### config.mk
export PLATFORM = sky130hd
export DESIGN_NAME = id_stage_p
export DESIGN_NICKNAME = d
export VERILOG_FILES = /design/src/rtl/id_stage_p.sv
export SDC_FILE = /design/constraint.sdc
export NUM_CORES = 2
export LEC_CHECK = 0
export CORE_MARGIN = 2
export CORE_UTILIZATION = 49
export DETAILED_ROUTE_END_ITERATION = 8
export PLACE_DENSITY_LB_ADDON = 0.2
export SLEW_MARGIN = 20
export SYNTH_ARGS = -nofsm -noshare
export SYNTH_HDL_FRONTEND = slang
export SYNTH_SLANG_ARGS = --single-unit
### constraint.sdc
create_clock -name clk -period 3.75 [get_ports clk]
set_input_delay 0.375 -clock clk [delete_from_list [all_inputs] [get_ports clk]]
set_output_delay 0.375 -clock clk [all_outputs]
set_load 0.01 [all_outputs]
### src/rtl/id_stage_p.sv
// id_stage_p: MIPS decode stage with bypassing register file, ID-resolved branches/jumps
// and the ID/EX pipeline register. Optional macro ID_SHIFT_EN enables SLL/SRL decode.
module id_stage_p #(
  parameter int unsigned XLEN     = 32,
  parameter int unsigned NREG     = 32,
  parameter int unsigned HALT_CNT = 5
) (
  input  logic                    clk,
  input  logic                    rst_n,
  input  logic [31:0]             instr_d,
  input  logic [XLEN-1:0]         pc_plus4_d,
  input  logic                    stall_d,
  input  logic                    flush_e,
  input  logic                    fwd_a_d,
  input  logic                    fwd_b_d,
  input  logic [XLEN-1:0]         alu_out_m,
  input  logic                    reg_write_w,
  input  logic [$clog2(NREG)-1:0] write_reg_w,
  input  logic [XLEN-1:0]         result_w,
  output logic                    pc_src_d,
  output logic [XLEN-1:0]         pc_branch_d,
  output logic                    reg_write_e,
  output logic                    mem_to_reg_e,
  output logic                    mem_write_e,
  output logic                    alu_src_e,
  output logic                    reg_dst_e,
  output logic                    link_e,
  output logic [2:0]              alu_ctrl_e,
  output logic [$clog2(NREG)-1:0] rs_e,
  output logic [$clog2(NREG)-1:0] rt_e,
  output logic [$clog2(NREG)-1:0] rd_e,
  output logic [4:0]              shamt_e,
  output logic [XLEN-1:0]         rd1_e,
  output logic [XLEN-1:0]         rd2_e,
  output logic [XLEN-1:0]         imm_e,
  output logic [XLEN-1:0]         pc_plus4_e,
  output logic                    illegal_e,
  output logic                    halt_o
);
  localparam int unsigned RAW = $clog2(NREG);
  localparam int unsigned HCW = $clog2(HALT_CNT + 1);

  typedef enum logic [5:0] {
    OP_RTYPE = 6'h00, OP_JAL = 6'h03, OP_BEQ = 6'h04, OP_BNE = 6'h05,
    OP_ADDI  = 6'h08, OP_LW  = 6'h23, OP_SW  = 6'h2B
  } opcode_e;
  typedef enum logic [5:0] {
    FN_SLL = 6'h00, FN_SRL = 6'h02, FN_JR = 6'h08, FN_ADD = 6'h20,
    FN_SUB = 6'h22, FN_AND = 6'h24, FN_OR = 6'h25, FN_SLT = 6'h2A
  } funct_e;
  typedef enum logic [2:0] {
    ALU_AND = 3'b000, ALU_OR  = 3'b001, ALU_ADD = 3'b010, ALU_SLL = 3'b100,
    ALU_SRL = 3'b101, ALU_SUB = 3'b110, ALU_SLT = 3'b111
  } alu_e;

  typedef struct packed {
    logic            reg_write;
    logic            mem_to_reg;
    logic            mem_write;
    logic            alu_src;
    logic            reg_dst;
    logic            link;
    logic [2:0]      alu_ctrl;
    logic [RAW-1:0]  rs;
    logic [RAW-1:0]  rt;
    logic [RAW-1:0]  rd;
    logic [4:0]      shamt;
    logic [XLEN-1:0] rd1;
    logic [XLEN-1:0] rd2;
    logic [XLEN-1:0] imm;
    logic [XLEN-1:0] pc_plus4;
    logic            illegal;
  } ex_t;

  logic [XLEN-1:0] rf_q [NREG];
  ex_t             dec, ex_d, ex_q;
  logic [HCW-1:0]  hcnt_q, hcnt_d;
  logic            halt_q, halt_d;
  logic [RAW-1:0]  rs, rt;
  logic [XLEN-1:0] rd1, rd2, imm, op_a, op_b;
  logic            illegal, nop, is_beq, is_bne, is_jal, is_jr;

  assign rs  = RAW'(instr_d[25:21]);
  assign rt  = RAW'(instr_d[20:16]);
  assign imm = {{(XLEN-16){instr_d[15]}}, instr_d[15:0]};

  // Write-through read: a same-cycle writeback to the addressed register wins, r0 stays 0.
  always_comb begin
    rd1 = '0;
    rd2 = '0;
    if (rs != '0) rd1 = (reg_write_w && write_reg_w == rs) ? result_w : rf_q[rs];
    if (rt != '0) rd2 = (reg_write_w && write_reg_w == rt) ? result_w : rf_q[rt];
  end

  assign op_a = fwd_a_d ? alu_out_m : rd1;
  assign op_b = fwd_b_d ? alu_out_m : rd2;

  always_comb begin
    dec          = '0;
    illegal      = 1'b0;
    nop          = 1'b0;
    is_beq       = 1'b0;
    is_bne       = 1'b0;
    is_jal       = 1'b0;
    is_jr        = 1'b0;
    dec.rs       = rs;
    dec.rt       = rt;
    dec.rd       = RAW'(instr_d[15:11]);
    dec.rd1      = rd1;
    dec.rd2      = rd2;
    dec.imm      = imm;
    dec.pc_plus4 = pc_plus4_d;
`ifdef ID_SHIFT_EN
    dec.shamt    = instr_d[10:6];
`endif
    case (instr_d[31:26])
      OP_RTYPE: begin
        dec.reg_write = 1'b1;
        dec.reg_dst   = 1'b1;
        case (instr_d[5:0])
          FN_ADD: dec.alu_ctrl = ALU_ADD;
          FN_SUB: dec.alu_ctrl = ALU_SUB;
          FN_AND: dec.alu_ctrl = ALU_AND;
          FN_OR:  dec.alu_ctrl = ALU_OR;
          FN_SLT: dec.alu_ctrl = ALU_SLT;
          FN_JR: begin
            is_jr         = 1'b1;
            dec.reg_write = 1'b0;
            dec.reg_dst   = 1'b0;
          end
`ifdef ID_SHIFT_EN
          FN_SLL: dec.alu_ctrl = ALU_SLL;
          FN_SRL: dec.alu_ctrl = ALU_SRL;
`else
          // The all-zero word is a NOP: bubble without raising illegal.
          FN_SLL, FN_SRL: begin
            nop     = (instr_d == '0);
            illegal = (instr_d != '0);
          end
`endif
          default: illegal = 1'b1;
        endcase
      end
      OP_BEQ: begin is_beq = 1'b1; dec.alu_ctrl = ALU_SUB; end
      OP_BNE: begin is_bne = 1'b1; dec.alu_ctrl = ALU_SUB; end
      OP_ADDI: begin
        dec.reg_write = 1'b1;
        dec.alu_src   = 1'b1;
        dec.alu_ctrl  = ALU_ADD;
      end
      OP_LW: begin
        dec.reg_write  = 1'b1;
        dec.mem_to_reg = 1'b1;
        dec.alu_src    = 1'b1;
        dec.alu_ctrl   = ALU_ADD;
      end
      OP_SW: begin
        dec.mem_write = 1'b1;
        dec.alu_src   = 1'b1;
        dec.alu_ctrl  = ALU_ADD;
      end
      OP_JAL: begin
        is_jal        = 1'b1;
        dec.reg_write = 1'b1;
        dec.reg_dst   = 1'b1;
        dec.link      = 1'b1;
        dec.rd        = RAW'(5'd31);
      end
      default: illegal = 1'b1;
    endcase
  end

  always_comb begin
    pc_src_d    = 1'b0;
    pc_branch_d = pc_plus4_d + (imm << 2);
    if (is_jal)     pc_branch_d = {pc_plus4_d[XLEN-1:28], instr_d[25:0], 2'b00};
    else if (is_jr) pc_branch_d = op_a;
    if (!stall_d && !flush_e)
      pc_src_d = is_jal | is_jr | (is_beq && op_a == op_b) | (is_bne && op_a != op_b);
  end

  // Once halted every slot is a plain bubble; illegal_e only flags live illegal words.
  always_comb begin
    ex_d = dec;
    if (stall_d || flush_e || halt_q || nop || illegal) begin
      ex_d         = '0;
      ex_d.illegal = illegal && !stall_d && !flush_e && !halt_q;
    end
  end

  always_comb begin
    hcnt_d = '0;
    if (instr_d == '1) hcnt_d = (hcnt_q == HCW'(HALT_CNT)) ? hcnt_q : hcnt_q + HCW'(1);
    halt_d = halt_q | (hcnt_d == HCW'(HALT_CNT));
  end

  always_ff @(posedge clk) begin
    if (!rst_n) begin
      ex_q   <= '0;
      hcnt_q <= '0;
      halt_q <= 1'b0;
      rf_q   <= '{default: '0};
    end else begin
      ex_q   <= ex_d;
      hcnt_q <= hcnt_d;
      halt_q <= halt_d;
      if (reg_write_w && write_reg_w != '0) rf_q[write_reg_w] <= result_w;
    end
  end

  assign reg_write_e  = ex_q.reg_write;
  assign mem_to_reg_e = ex_q.mem_to_reg;
  assign mem_write_e  = ex_q.mem_write;
  assign alu_src_e    = ex_q.alu_src;
  assign reg_dst_e    = ex_q.reg_dst;
  assign link_e       = ex_q.link;
  assign alu_ctrl_e   = ex_q.alu_ctrl;
  assign rs_e         = ex_q.rs;
  assign rt_e         = ex_q.rt;
  assign rd_e         = ex_q.rd;
  assign shamt_e      = ex_q.shamt;
  assign rd1_e        = ex_q.rd1;
  assign rd2_e        = ex_q.rd2;
  assign imm_e        = ex_q.imm;
  assign pc_plus4_e   = ex_q.pc_plus4;
  assign illegal_e    = ex_q.illegal;
  assign halt_o       = halt_q;

endmodule

==> impl_metrics.xml <==
<?xml version="1.0" encoding="UTF-8"?>
<metrics>
  <group name="sta">
    <metric name="whs" unit="ns">0.00591</metric>
    <metric name="report.final.slew_viol_count" unit="">0</metric>
    <metric name="worst-slew-pin-transition" unit="ns">1.23</metric>
    <metric name="finalClockSkew" unit="ns">0.0223</metric>
    <metric name="relative_slew_margins" unit="%">18.1</metric>
    <metric name="period_needed" unit="ns">4.92</metric>
    <metric name="hold_viol_final" unit="">0</metric>
    <metric name="period_share" unit="%">131</metric>
    <metric name="peak_freq" unit="MHz">203</metric>
    <metric name="setup-violations-final" unit="">2</metric>
    <metric name="worst_slack" unit="ns">-1.17</metric>
    <metric name="rsz0062_at_grt" unit="">yes</metric>
  </group>
  <group name="pwr">
    <metric name="p_leak" unit="nW">29.6</metric>
    <metric name="power_density" unit="nW/µm²">385</metric>
    <metric name="power.ir.vdd_worst" unit="V">0.000523</metric>
  </group>
  <group name="clocking">
    <metric name="clk-insertion-delay-late" unit="ns">0.81</metric>
    <metric name="cts-root-to-sink-buffers" unit="">3</metric>
    <metric name="numCtsBuffers" unit="">134</metric>
    <metric name="ctsHtreeMaxLevel" unit="">4</metric>
    <metric name="tritoncts" unit="">yes</metric>
    <metric name="cts_sinks" unit="">1165</metric>
    <metric name="clock_pin_slew_on_the_worst_setup_and_hold_paths" unit="ns">0.06</metric>
    <metric name="clockRootBuffer" unit="">sky130_fd_sc_hd__clkbuf_16</metric>
  </group>
  <group name="floorplan">
    <metric name="design.core.area" unit="µm²">121000</metric>
    <metric name="die-height" unit="µm">353</metric>
    <metric name="start_util" unit="%">49.2</metric>
    <metric name="floorplan.rows" unit="">128</metric>
    <metric name="top_level_ports" unit="">332</metric>
    <metric name="chipWidth" unit="µm">353</metric>
    <metric name="die_area" unit="µm²">125000</metric>
  </group>
  <group name="worst_setup_path">
    <metric name="worst_ep_required_time" unit="ns">3.38</metric>
    <metric name="cp_data_arrival_time" unit="ns">4.54</metric>
    <metric name="timing.critical_path.cells" unit="">mux4_2 -&gt; mux2i_4 -&gt; o22ai_4 -&gt; or3_4 -&gt; mux2i_4 -&gt; o31ai_2 -&gt; xor2_1 -&gt; or4_4 -&gt; or4_4 -&gt; or3_4 -&gt; o311ai_4 -&gt; buf_2</metric>
    <metric name="worst_setup_path_start_kind" unit="">flop</metric>
    <metric name="worstSetupPathType" unit="">reg2out</metric>
    <metric name="critPathLaunch" unit="">rf_q[281]$_SDFFE_PN0P_</metric>
    <metric name="kind_of_capture_point_of_the_worst_setup_path" unit="">output port</metric>
    <metric name="r2r-start" unit="">rf_q[953]$_SDFFE_PN0P_</metric>
    <metric name="worstPathMaxFanout" unit="">2</metric>
    <metric name="critical_path.slowest_cell" unit="">sky130_fd_sc_hd__or4_4</metric>
    <metric name="cp_num_buf_inv" unit="">1</metric>
    <metric name="timing.critical_path.max_delay_family" unit="">simple AND/OR/NAND/NOR gates</metric>
    <metric name="crit_path_max_incr_delay" unit="ns">0.53</metric>
    <metric name="regToRegSetupSlack" unit="ns">0.54</metric>
  </group>
  <group name="synth">
    <metric name="yosysSeqAreaShare" unit="%">39.0</metric>
    <metric name="syn_area" unit="µm²">59800</metric>
    <metric name="synth-warning-count" unit="">0</metric>
    <metric name="ys_dominant_reg_cell" unit="">sky130_fd_sc_hd__dfxtp_1</metric>
    <metric name="synth.ff_latch_count" unit="">1165</metric>
    <metric name="synth-edff-count" unit="">0</metric>
    <metric name="syn_inst" unit="">6889</metric>
    <metric name="async_reset_ff_share" unit="%">0</metric>
    <metric name="syn-mean-instance-area" unit="µm²">8.68</metric>
    <metric name="synth_cell_types" unit="">80</metric>
  </group>
  <group name="detailed_routing">
    <metric name="routed-via-count" unit="">64300</metric>
    <metric name="final_antenna_net_count" unit="">0</metric>
    <metric name="drt_drc" unit="">0</metric>
    <metric name="postRouteWirelength" unit="µm">316000</metric>
    <metric name="vias_per_cell" unit="">6.56</metric>
    <metric name="drt_iter0_markers" unit="">10500</metric>
    <metric name="routedWlPerCell" unit="µm">32.2</metric>
    <metric name="dr.pass1.iters" unit="">7</metric>
  </group>
  <group name="cells_and_area">
    <metric name="finalInstanceArea" unit="µm²">80100</metric>
    <metric name="n_fill_cell" unit="">10000</metric>
    <metric name="layout-drive-gt1-share" unit="%">30.0</metric>
    <metric name="final-instance-count-excl-fill" unit="">9809</metric>
    <metric name="design.final.nets" unit="">8240</metric>
    <metric name="most-common-layout-cells" unit="">sky130_fd_sc_hd__nand2_1 (2188), sky130_fd_sc_hd__buf_4 (1261), sky130_fd_sc_hd__dfxtp_1 (1144)</metric>
    <metric name="final_common_cell" unit="">sky130_fd_sc_hd__nand2_1</metric>
    <metric name="syn_to_final_growth" unit="%">34.0</metric>
  </group>
  <group name="hold_path">
    <metric name="worstHoldStart" unit="">pc_plus4_d[3]</metric>
    <metric name="hold_class" unit="">in2reg</metric>
  </group>
  <group name="global_route">
    <metric name="grt_overflow_total" unit="">0</metric>
    <metric name="first_global_vias" unit="">60800</metric>
    <metric name="initial_antenna_violation_count" unit="">16</metric>
    <metric name="pin_count_of_the_biggest_net_entering_global_routing" unit="">213</metric>
    <metric name="global_route.usage.total" unit="%">49.2</metric>
    <metric name="first_pass_grt_wire_length" unit="µm">439000</metric>
  </group>
  <group name="run">
    <metric name="max_cap_violations" unit="">0</metric>
  </group>
  <group name="run_status">
    <metric name="failed_checks" unit="">negative setup slack</metric>
    <metric name="run_status" unit="">finished with violations</metric>
  </group>
  <group name="placement">
    <metric name="numPlacedInstances" unit="">9487</metric>
    <metric name="gp_congestion" unit="">1.05</metric>
    <metric name="dp_hpwl" unit="µm">211000</metric>
    <metric name="detailed_place.area" unit="µm²">73800</metric>
    <metric name="portBuffers" unit="">326</metric>
  </group>
</metrics>
## cells in the mapped netlist (6+ instances only)
cell type | n | area share (%)
sky130_fd_sc_hd__mux2i_1 | 121 | 2.0
sky130_fd_sc_hd__buf_1 | 26 | 0.16
sky130_fd_sc_hd__o31ai_1 | 21 | 0.26
sky130_fd_sc_hd__nor4_1 | 16 | 0.17
sky130_fd_sc_hd__inv_1 | 22 | 0.14
sky130_fd_sc_hd__o21ai_0 | 57 | 0.48
sky130_fd_sc_hd__a21oi_1 | 1073 | 9.0
sky130_fd_sc_hd__ha_1 | 31 | 0.65
sky130_fd_sc_hd__nand3b_1 | 8 | 0.10
sky130_fd_sc_hd__a21o_1 | 12 | 0.15
sky130_fd_sc_hd__a32o_1 | 7 | 0.12
sky130_fd_sc_hd__nand2b_1 | 21 | 0.22
sky130_fd_sc_hd__and2_1 | 96 | 1.0
sky130_fd_sc_hd__o22ai_1 | 52 | 0.54
sky130_fd_sc_hd__nor3b_1 | 7 | 0.088
sky130_fd_sc_hd__nor3_1 | 58 | 0.49
sky130_fd_sc_hd__nand2_1 | 2224 | 14
sky130_fd_sc_hd__buf_2 | 69 | 0.58
sky130_fd_sc_hd__xor2_1 | 22 | 0.32
sky130_fd_sc_hd__o211ai_1 | 6 | 0.075
sky130_fd_sc_hd__a221oi_1 | 11 | 0.16
sky130_fd_sc_hd__clkbuf_1 | 511 | 3.2
sky130_fd_sc_hd__mux2_2 | 34 | 0.64
sky130_fd_sc_hd__nor2b_1 | 23 | 0.24
sky130_fd_sc_hd__xnor2_1 | 43 | 0.63
sky130_fd_sc_hd__dfxtp_1 | 1165 | 39
sky130_fd_sc_hd__o21a_1 | 9 | 0.11
sky130_fd_sc_hd__buf_4 | 55 | 0.69
sky130_fd_sc_hd__or3_1 | 24 | 0.25
sky130_fd_sc_hd__a211o_1 | 6 | 0.088
sky130_fd_sc_hd__nand3_1 | 46 | 0.39
sky130_fd_sc_hd__mux4_2 | 472 | 18
sky130_fd_sc_hd__a211oi_1 | 26 | 0.33
sky130_fd_sc_hd__o21bai_1 | 7 | 0.088
sky130_fd_sc_hd__buf_6 | 28 | 0.53
sky130_fd_sc_hd__or2_2 | 23 | 0.24
sky130_fd_sc_hd__nand4_1 | 18 | 0.19
sky130_fd_sc_hd__and3_1 | 17 | 0.18
sky130_fd_sc_hd__o221ai_1 | 28 | 0.41
sky130_fd_sc_hd__a31oi_1 | 20 | 0.21
sky130_fd_sc_hd__a22oi_1 | 91 | 1.1
sky130_fd_sc_hd__a32oi_1 | 31 | 0.45
sky130_fd_sc_hd__a221o_1 | 12 | 0.20
sky130_fd_sc_hd__nor2_1 | 154 | 0.97
## routing by layer
| layer | global-route usage (%) | share of wire, % |
|---|---|---|
| met1 | 57.1 | 33 |
| met5 | 0.755 | 0.077 |
| met2 | 71.4 | 42 |
| met4 | 39.9 | 9.9 |
| met3 | 20.0 | 15 |
## worst register-to-register path: cells and delay by family (launching register included)
kind | cells | cell delay (ns)
mux | 2 | 0.35
compound gates | 1 | 0.57
simple gates | 3 | 0.47
flops | 1 | 0.37
buf+inv | 11 | 1.40
## flip-flops by register name, summed over array words and instances, names as in the netlist
register	count
reg_write_e	1
halt_o	1
imm_e	16
pc_plus4_e	32
illegal_e	1
link_e	1
rd1_e	32
reg_dst_e	1
rd_e	5
hcnt_q	3
mem_to_reg_e	1
rs_e	5
alu_ctrl_e	3
alu_src_e	1
rt_e	5
rf_q	1024
mem_write_e	1
rd2_e	32
## logic make-up after synthesis
| group | count (synthesis) | synth area share [%] |
|---|---|---|
| DFF | 1165 | 39.0 |
| xor gates and xnor gates | 65 | 0.952 |
| adders and majority gates | 32 | 0.682 |
| buffers and inverters | 724 | 5.54 |
| muxes | 627 | 20.5 |
| other | 1 | 0.00627 |
| and+or+nand+nor | 2760 | 18.8 |
| AOI/OAI and AO/OA | 1515 | 14.5 |
## final timing paths
kind	endpoint	cells after the start
max reg2reg	rd2_e[25]$_SDFF_PP0_	17
max	pc_src_d	12
min reg2reg	rf_q[363]$_SDFFE_PN0P_	2
min	pc_plus4_e[3]$_SDFF_PP0_	4
## through the flow
step	setup slack (ns)	power [mW]	setup TNS, ns	utilization [%]
finish	-1.17	30.8	-1.19	66.0
detailed placement	-1.74	16.8	-19.32	60.8
CTS	-1.13	30.5	-1.19	65.5
floorplan	-0.0743	14.6	-0.0743	-
global placement	-1.78	16.7	-19.15	60.8
global route	-1.22	31.3	-1.32	66.0
## repair_timing
item | 4_1_cts | 5_1_grt
endpoints found under the setup margin | 32 | 25
setup buffers | 40 | 22
endpoints found under the hold margin | 12 | 4
gates cloned | 3 | 0
hold buffers | 12 | 4
gates resized for setup | 295 | 135
pin swaps | 52 | 57
## cell type report
type                            count  area [µm²]  share of cell area, %
Inverter                           26         106                  0.133
Clock inverter                     53         669                  0.836
Multi-Input combinational cell   5004       34600                   43.1
Clock buffer                      188        3920                   4.90
Antenna cell                       11        27.5                 0.0344
Timing Repair Buffer             1737       15400                   19.3
Tap cell                         1625        2030                   2.54
Sequential cell                  1165       23300                   29.1
## report_power, final
group | total, mW | switching (mW) | internal, mW
clock network | 14.0 | 5.73 | 8.22
logic | 4.36 | 2.61 | 1.75
registers | 12.5 | 0.0573 | 12.5
(Power assumes the default switching activity.)
